File: src/rtl/tri_bus_tx_ctrl.sv
// Serialises a handshaked parallel word onto a shared single-wire bus through a
// tri-state driver, wrapping each frame in lead/trail guard intervals.
module tri_bus_tx_ctrl #(
  parameter int unsigned DATA_W    = 8,
  parameter int unsigned BIT_CYC   = 4,
  parameter int unsigned GUARD_CYC = 2,
  parameter logic        IDLE_LVL  = 1'b1,
  parameter logic        EN_POL    = 1'b1
) (
  input  logic              iClk,
  input  logic              iRst_n,
  input  logic              iValid,
  input  logic [DATA_W-1:0] iData,
  output logic              oReady,
  output logic              oA,
  output logic              oEna,
  output logic              oBusy,
  output logic              oDone
);

  localparam int unsigned GW = (GUARD_CYC > 1) ? $clog2(GUARD_CYC) : 1;
  localparam int unsigned BW = (DATA_W    > 1) ? $clog2(DATA_W)    : 1;
  localparam int unsigned CW = (BIT_CYC   > 1) ? $clog2(BIT_CYC)   : 1;

  localparam logic [GW-1:0] GUARD_LAST = GW'(GUARD_CYC - 1);
  localparam logic [BW-1:0] BIT_LAST   = BW'(DATA_W - 1);
  localparam logic [CW-1:0] CYC_LAST   = CW'(BIT_CYC - 1);

  typedef enum logic [1:0] {
    IDLE  = 2'd0,
    LEAD  = 2'd1,
    SHIFT = 2'd2,
    TRAIL = 2'd3
  } state_e;

  state_e            state_q, state_d;
  logic [GW-1:0]     guard_q, guard_d;
  logic [BW-1:0]     bit_q,   bit_d;
  logic [CW-1:0]     cyc_q,   cyc_d;
  logic [DATA_W-1:0] sr_q,    sr_d;
  logic              ready_q, ready_d;
  logic              a_q,     a_d;
  logic              ena_q,   ena_d;
  logic              busy_q,  busy_d;
  logic              done_q,  done_d;

  // Outputs are computed for the cycle following the edge, so every pin is a flop.
  always_comb begin
    state_d = state_q;
    guard_d = guard_q;
    bit_d   = bit_q;
    cyc_d   = cyc_q;
    sr_d    = sr_q;
    ready_d = ready_q;
    a_d     = a_q;
    ena_d   = ena_q;
    busy_d  = busy_q;
    done_d  = 1'b0;

    unique case (state_q)
      IDLE: begin
        ready_d = 1'b1;
        busy_d  = 1'b0;
        ena_d   = ~EN_POL;
        a_d     = IDLE_LVL;
        if (iValid && ready_q) begin
          state_d = LEAD;
          guard_d = '0;
          sr_d    = iData;
          ready_d = 1'b0;
          busy_d  = 1'b1;
          ena_d   = EN_POL;
        end
      end
      LEAD: begin
        if (guard_q == GUARD_LAST) begin
          state_d = SHIFT;
          bit_d   = '0;
          cyc_d   = '0;
          a_d     = sr_q[0];
        end else begin
          guard_d = guard_q + 1'b1;
        end
      end
      SHIFT: begin
        if (cyc_q == CYC_LAST) begin
          cyc_d = '0;
          if (bit_q == BIT_LAST) begin
            // Release the bus before the trail guard; oA parks at idle level.
            state_d = TRAIL;
            guard_d = '0;
            ena_d   = ~EN_POL;
            a_d     = IDLE_LVL;
            done_d  = (GUARD_CYC == 1);
          end else begin
            bit_d = bit_q + 1'b1;
            sr_d  = sr_q >> 1;
            a_d   = sr_d[0];
          end
        end else begin
          cyc_d = cyc_q + 1'b1;
        end
      end
      TRAIL: begin
        if (guard_q == GUARD_LAST) begin
          state_d = IDLE;
          ready_d = 1'b1;
          busy_d  = 1'b0;
        end else begin
          guard_d = guard_q + 1'b1;
          done_d  = (GW'(guard_q + 1'b1) == GUARD_LAST);
        end
      end
      default: state_d = IDLE;
    endcase
  end

  always_ff @(posedge iClk) begin
    if (!iRst_n) begin
      state_q <= IDLE;
      guard_q <= '0;
      bit_q   <= '0;
      cyc_q   <= '0;
      sr_q    <= '0;
      ready_q <= 1'b0;
      a_q     <= IDLE_LVL;
      ena_q   <= ~EN_POL;
      busy_q  <= 1'b0;
      done_q  <= 1'b0;
    end else begin
      state_q <= state_d;
      guard_q <= guard_d;
      bit_q   <= bit_d;
      cyc_q   <= cyc_d;
      sr_q    <= sr_d;
      ready_q <= ready_d;
      a_q     <= a_d;
      ena_q   <= ena_d;
      busy_q  <= busy_d;
      done_q  <= done_d;
    end
  end

  assign oReady = ready_q;
  assign oA     = a_q;
  assign oEna   = ena_q;
  assign oBusy  = busy_q;
  assign oDone  = done_q;

endmodule

File: config.mk
export PLATFORM = sky130hd
export DESIGN_NAME = tri_bus_tx_ctrl
export DESIGN_NICKNAME = d
export VERILOG_FILES = /design/src/rtl/tri_bus_tx_ctrl.sv
export SDC_FILE = /design/constraint.sdc
export NUM_CORES = 1
export LEC_CHECK = 0
export BUFFER_PORTS_ARGS = -buffer_cell sky130_fd_sc_hd__buf_2
export CORE_UTILIZATION = 50
export CTS_CLUSTER_DIAMETER = 120
export DETAILED_ROUTE_END_ITERATION = 7
export HOLD_SLACK_MARGIN = 0.06
export PLACE_DENSITY = 0.74
export SLEW_MARGIN = 0
export SYNTH_ARGS = -nofsm -noshare
export SYNTH_HDL_FRONTEND = slang
export SYNTH_SLANG_ARGS = --single-unit
File: constraint.sdc
create_clock -name iClk -period 2.16 [get_ports iClk]
set_clock_uncertainty 0.2 [all_clocks]
set_input_delay 0.216 -clock iClk [delete_from_list [all_inputs] [get_ports iClk]]
set_output_delay 0.216 -clock iClk [all_outputs]
set_load 0.1 [all_outputs]
After elaboration in Yosys (flattened, before gate mapping). Cells that the tools add are included. W data, S select, Z words.

Flip-flop bits (word level): 21. Bits of input ports: 11. Output and inout bits: 5. Logic and storage cells: 74.

Add/sub/neg operators: 3. Eq/ne operators: 11. Muxes and demuxes: 32. Bitwise logic cells: 2. Reduce and logical (&&, ||, !) cells: 16.

Operator list (count): $mux W8 (3); $pmux W8 S2 (1); $mux W2 (6); $ne A2 B2 Y1 const B (6); $mux W1 (11); $mux W3 (3); $reduce_and A3 Y1 (3); $pmux W2 S4 (1); $reduce_and A4 Y1 (2); $eq A2 B2 Y1 const B (3); $pmux W1 S2 (3); $pmux W1 S3 (2); $pmux W3 S2 (1); $reduce_bool A2 Y1 (3); $reduce_and A5 Y1 (1); $pmux W2 S2 (1); $reduce_and A2 Y1 (2); $add A3 B1 Y3 const B (1); $eq A3 B3 Y1 const B (1); $reduce_bool A3 Y1 (1); $reduce_or A3 Y1 (1); $add A2 B1 Y2 const B (1); $eq A2 B1 Y1 const B (1); $logic_not A2 Y1 (1); 4 further kinds (5).

Depth between registers and ports, before layout.
Word-level depth: 4. Mapped depth: 7. Gate-level depth less buffers: 6.

Least setup slack after synthesis. No wires, ideal clock.

Path kind: register to register. From: reg ready_q (netlist: oReady). To: reg sr_q[0]. Setup time: 0.079 ns. Data arrival time: 1.864 ns. Required time: 1.881 ns. Setup slack: 0.017 ns. Stages on the path, launching flop included: 6. Period minus slack after synthesis: 2.143 ns. Cells stage by stage: dfxtp_1 > a21boi_4 > a211oi_4 > buf_6 > nor2_1 > a211oi_2.

Cells in the longest elaborated chain, start to end: 3.

Ends and longest elaborated chain: from (decl) (RTL line 41) `logic ready_q, ready_d;`; from (signal assigned) (RTL line 136) `ready_q <= ready_d;`; $logic_and A1 B1 Y1 (RTL line 66) `if (iValid && ready_q) begin`; $ne A2 B2 Y1 (no source line); $reduce_and A4 Y1 (no source line); to (signal assigned) (RTL line 135) `sr_q <= sr_d;`; to (decl) (RTL line 40) `logic [DATA_W-1:0] sr_q, sr_d;`.

No other way between the ends. A chain may end at the register's enable or synchronous reset.

Final worst setup path.
From: reg state_q[0]. To: reg sr_q[3].

Cells in the longest elaborated chain, start to end: 3. Elaborated cells between the ends (all ways): 8. Classes of those cells: 4 x eq/ne; 1 x mux; 3 x reduce/logical.

Ends and longest elaborated chain: from (decl) (RTL line 36) `state_e state_q, state_d;`; from (signal assigned) (RTL line 131) `state_q <= state_d;`; $eq A2 B2 Y1 / $logic_not A2 Y1 (equally long branches) (RTL line 60) `unique case (state_q)`; $ne A2 B2 Y1 (no source line) / $reduce_bool A2 Y1 (equally long branches); $reduce_and A4 Y1 (no source line).

Parallel ways exist; a longest one is shown, timed or not.

==> impl_metrics.json <==
{
  "fin_area_sq_mm": 0.001275,
  "wirelength_um": 2133,
  "grt_pass1_vias": 886,
  "antenna_found_initial": 0,
  "hpwl_um": 1583,
  "worst_hold_slack_ns": 0.07188,
  "slowest_stage": "ha_1",
  "wl_met1_um": 963,
  "slew_headroom_pct": 62.87,
  "netlist_area_sq_mm": 0.001081,
  "yosys_warnings": 0,
  "end_kind": "flip-flop",
  "tns_ns": 0,
  "powerDensity_mw_per_mm2": 1339,
  "clock_latency_ns": 0.30,
  "cts.path.max_buffers": 2,
  "wl_met3_um": 96,
  "n_antenna_cell": 0,
  "holdCritPathClass": "in2reg",
  "firstDrtPassIters": 4,
  "yosys_register_bits": 21,
  "cts_root_buf": "clkbuf_4",
  "p_total_mw": 1.707,
  "wl_met2_um": 1049,
  "cp_common_cell": "nor2_1",
  "die_w_um": 48.50,
  "synthCells": 112,
  "maxSlewViolCount": 0,
  "setup-violations-final": 0,
  "via_per_inst": 5.491,
  "power_leakage_nw": 0.5115,
  "core_sq_mm": 0.002002,
  "cp.arrival_ns": 2.01,
  "synth_cell_types": 34,
  "io_buffers": 15,
  "worstSetupPathType": "reg2reg",
  "fin_ws_ns": 0.1701,
  "path_cells": "inv_1 -> ha_1 -> nor2_1 -> a211oi_4 -> buf_4 -> nor2_1 -> a211oi_1",
  "grt_pass1_wl_um": 3739,
  "h-tree-depth": 1,
  "post_cts_resized": 0,
  "grt_use_total_pct": 20.63,
  "drt_iter0_markers": 17,
  "worst_pin_slew_ns": 0.5563,
  "cts_buffers": 3,
  "status": "finished, final reports clean",
  "post-place-ws_ns": 0.2183,
  "grt_overflow": 0,
  "clock-sinks": 21,
  "top_layer_used": "met4",
  "placed_area_sq_mm": 0.001189,
  "num_rows": 16,
  "grt_max_degree": 17,
  "area_delta_synth_final_pct": 17.94,
  "initial_core_util_pct": 54.00,
  "timing.fmax_mhz": 502.5,
  "cp.required_ns": 2.18,
  "maxCapViolations": 0,
  "max_stage_delay_ns": 0.42,
  "clk_pin_slew_ns": 0.12,
  "wire_per_inst_um": 13.09,
  "ios": 16,
  "synth_nets": 131,
  "multi_input_area_sq_um": 614.3,
  "postCtsSetupBuffers": 0,
  "drive_above_1_share_pct": 22.06,
  "drc_errors": 0,
  "yosysSeqAreaShare_pct": 38.89,
  "layout.nets": 156,
  "drtAntennaViolNets": 0,
  "peakVddDrop_mv": 0.7954,
  "die_h_um": 48.50,
  "cts_hold_buf": 6,
  "layout_min_cycle_time_ns": 1.990,
  "worst-path-max-fanout": 15,
  "seq_area_sq_um": 420.4,
  "fin_crit_sh_pct": 92.12,
  "n_fill_cell": 178,
  "avgSynthCellArea_sq_um": 9.652,
  "rsz0062_at_grt": "false",
  "synth_edf_count": 0,
  "dieArea_sq_mm": 0.002352,
  "vias": 895,
  "synthFlopType": "dfxtp_1",
  "critPathLaunchType": "flip-flop",
  "gp_congestion": 0.8020,
  "hold_violations": 0,
  "async_reset_ff_share_pct": 0,
  "cts_tree": "yes"
}
==> worst paths after layout <==
check                           from                     to  slack [ns]  depth (start not counted)
max          state_q[0]$_SDFFE_PN0P_   sr_q[3]$_SDFFE_PN0P_        0.17                          7
min                         iData[3]   sr_q[3]$_SDFFE_PN0P_        0.07                          3
max reg2reg  state_q[0]$_SDFFE_PN0P_   sr_q[3]$_SDFFE_PN0P_        0.17                          7
min reg2reg    bit_q[1]$_SDFFE_PN0P_  bit_q[1]$_SDFFE_PN0P_        0.29                          2
==> per-layer routing <==
layer / up-vias / global-route usage (%)
li1: 454 / -
met4: 0 / 7.843
met5: - / 0
met2: 22 / 36.38
met1: 417 / 23.62
met3: 2 / 5.660
==> layout make-up <==
class,instances,area share [%]
multi-input cells,82,48.18
flip-flops and latches,21,32.97
repair buffers,25,12.95
well taps,27,2.650
clock buffers,4,2.061
inverters,4,1.178
==> critical path: cells and delay by family (launching register included) <==
kind            cells  cell delay (ns)
compound gates      2             0.37
simple gates        2             0.20
buf+inv             2             0.35
fa+ha+maj           1             0.42
flops               1             0.35
==> cells in the mapped netlist (2+ instances only) <==
cell type,n,area [sq um]
ha_1,8,100.1
nand2b_1,4,25.02
a21oi_1,7,35.03
dfxtp_1,21,420.4
o21ai_0,5,25.02
a32oi_1,2,17.52
a211oi_1,6,45.04
nand3_1,3,15.01
nor2_1,13,48.80
a21bo_2,2,20.02
inv_1,4,15.01
a211oi_2,2,25.02
nand2_1,6,22.52
mux2i_1,9,90.09
==> logic make-up after synthesis <==
group | Yosys count | share of synthesized area (%)
buf+inv | 9 | 4.281
fa+ha+maj | 8 | 9.260
flops | 21 | 38.89
simple gates | 33 | 15.28
mux | 10 | 9.375
compound gates | 31 | 22.92
==> where the power goes <==
| group | switching, mW | leakage [nW] | total [mW] | internal [mW] |
|---|---|---|---|---|
| clock network | 0.117 | 0.0150 | 0.189 | 0.0720 |
| registers | 0.0703 | 0.172 | 0.555 | 0.485 |
| logic | 0.598 | 0.324 | 0.962 | 0.364 |
==> stage by stage <==
stage / util, % / cells
after floorplan: - / 112
after global placement: 59.38 / 153
after detailed placement: 59.38 / 153
after CTS: 63.69 / 163
after global routing: 63.69 / 163
final: 63.69 / 163
==> flip-flops by register name, indices dropped and copies added (netlist names) <==
register	flops
sr_q	8
bit_q	3
cyc_q	2
state_q	2
guard_q	1
oA	1
oBusy	1
oDone	1
oEna	1
oReady	1
==> cell usage in the layout (no fill, tap or decap), drive strengths merged <==
master / instances
a211oi: 9
o21ai: 5
nand3b: 1
o311ai: 1
o211ai: 1
mux2: 1
o22ai: 1
nand2: 6
nand3: 3
nor3b: 1
nand4: 1
nor3: 1
a21bo: 2
or4: 1
a21oi: 7
buf: 19
inv: 4
clkbuf: 4
dfxtp: 21
nor2: 13
a311oi: 1
a21boi: 1
dlygate4sd3: 6
ha: 8
a32oi: 2
mux2i: 9
and3: 1
nand2b: 5
o211a: 1
Note: power is estimated with default switching activity, not from simulation.
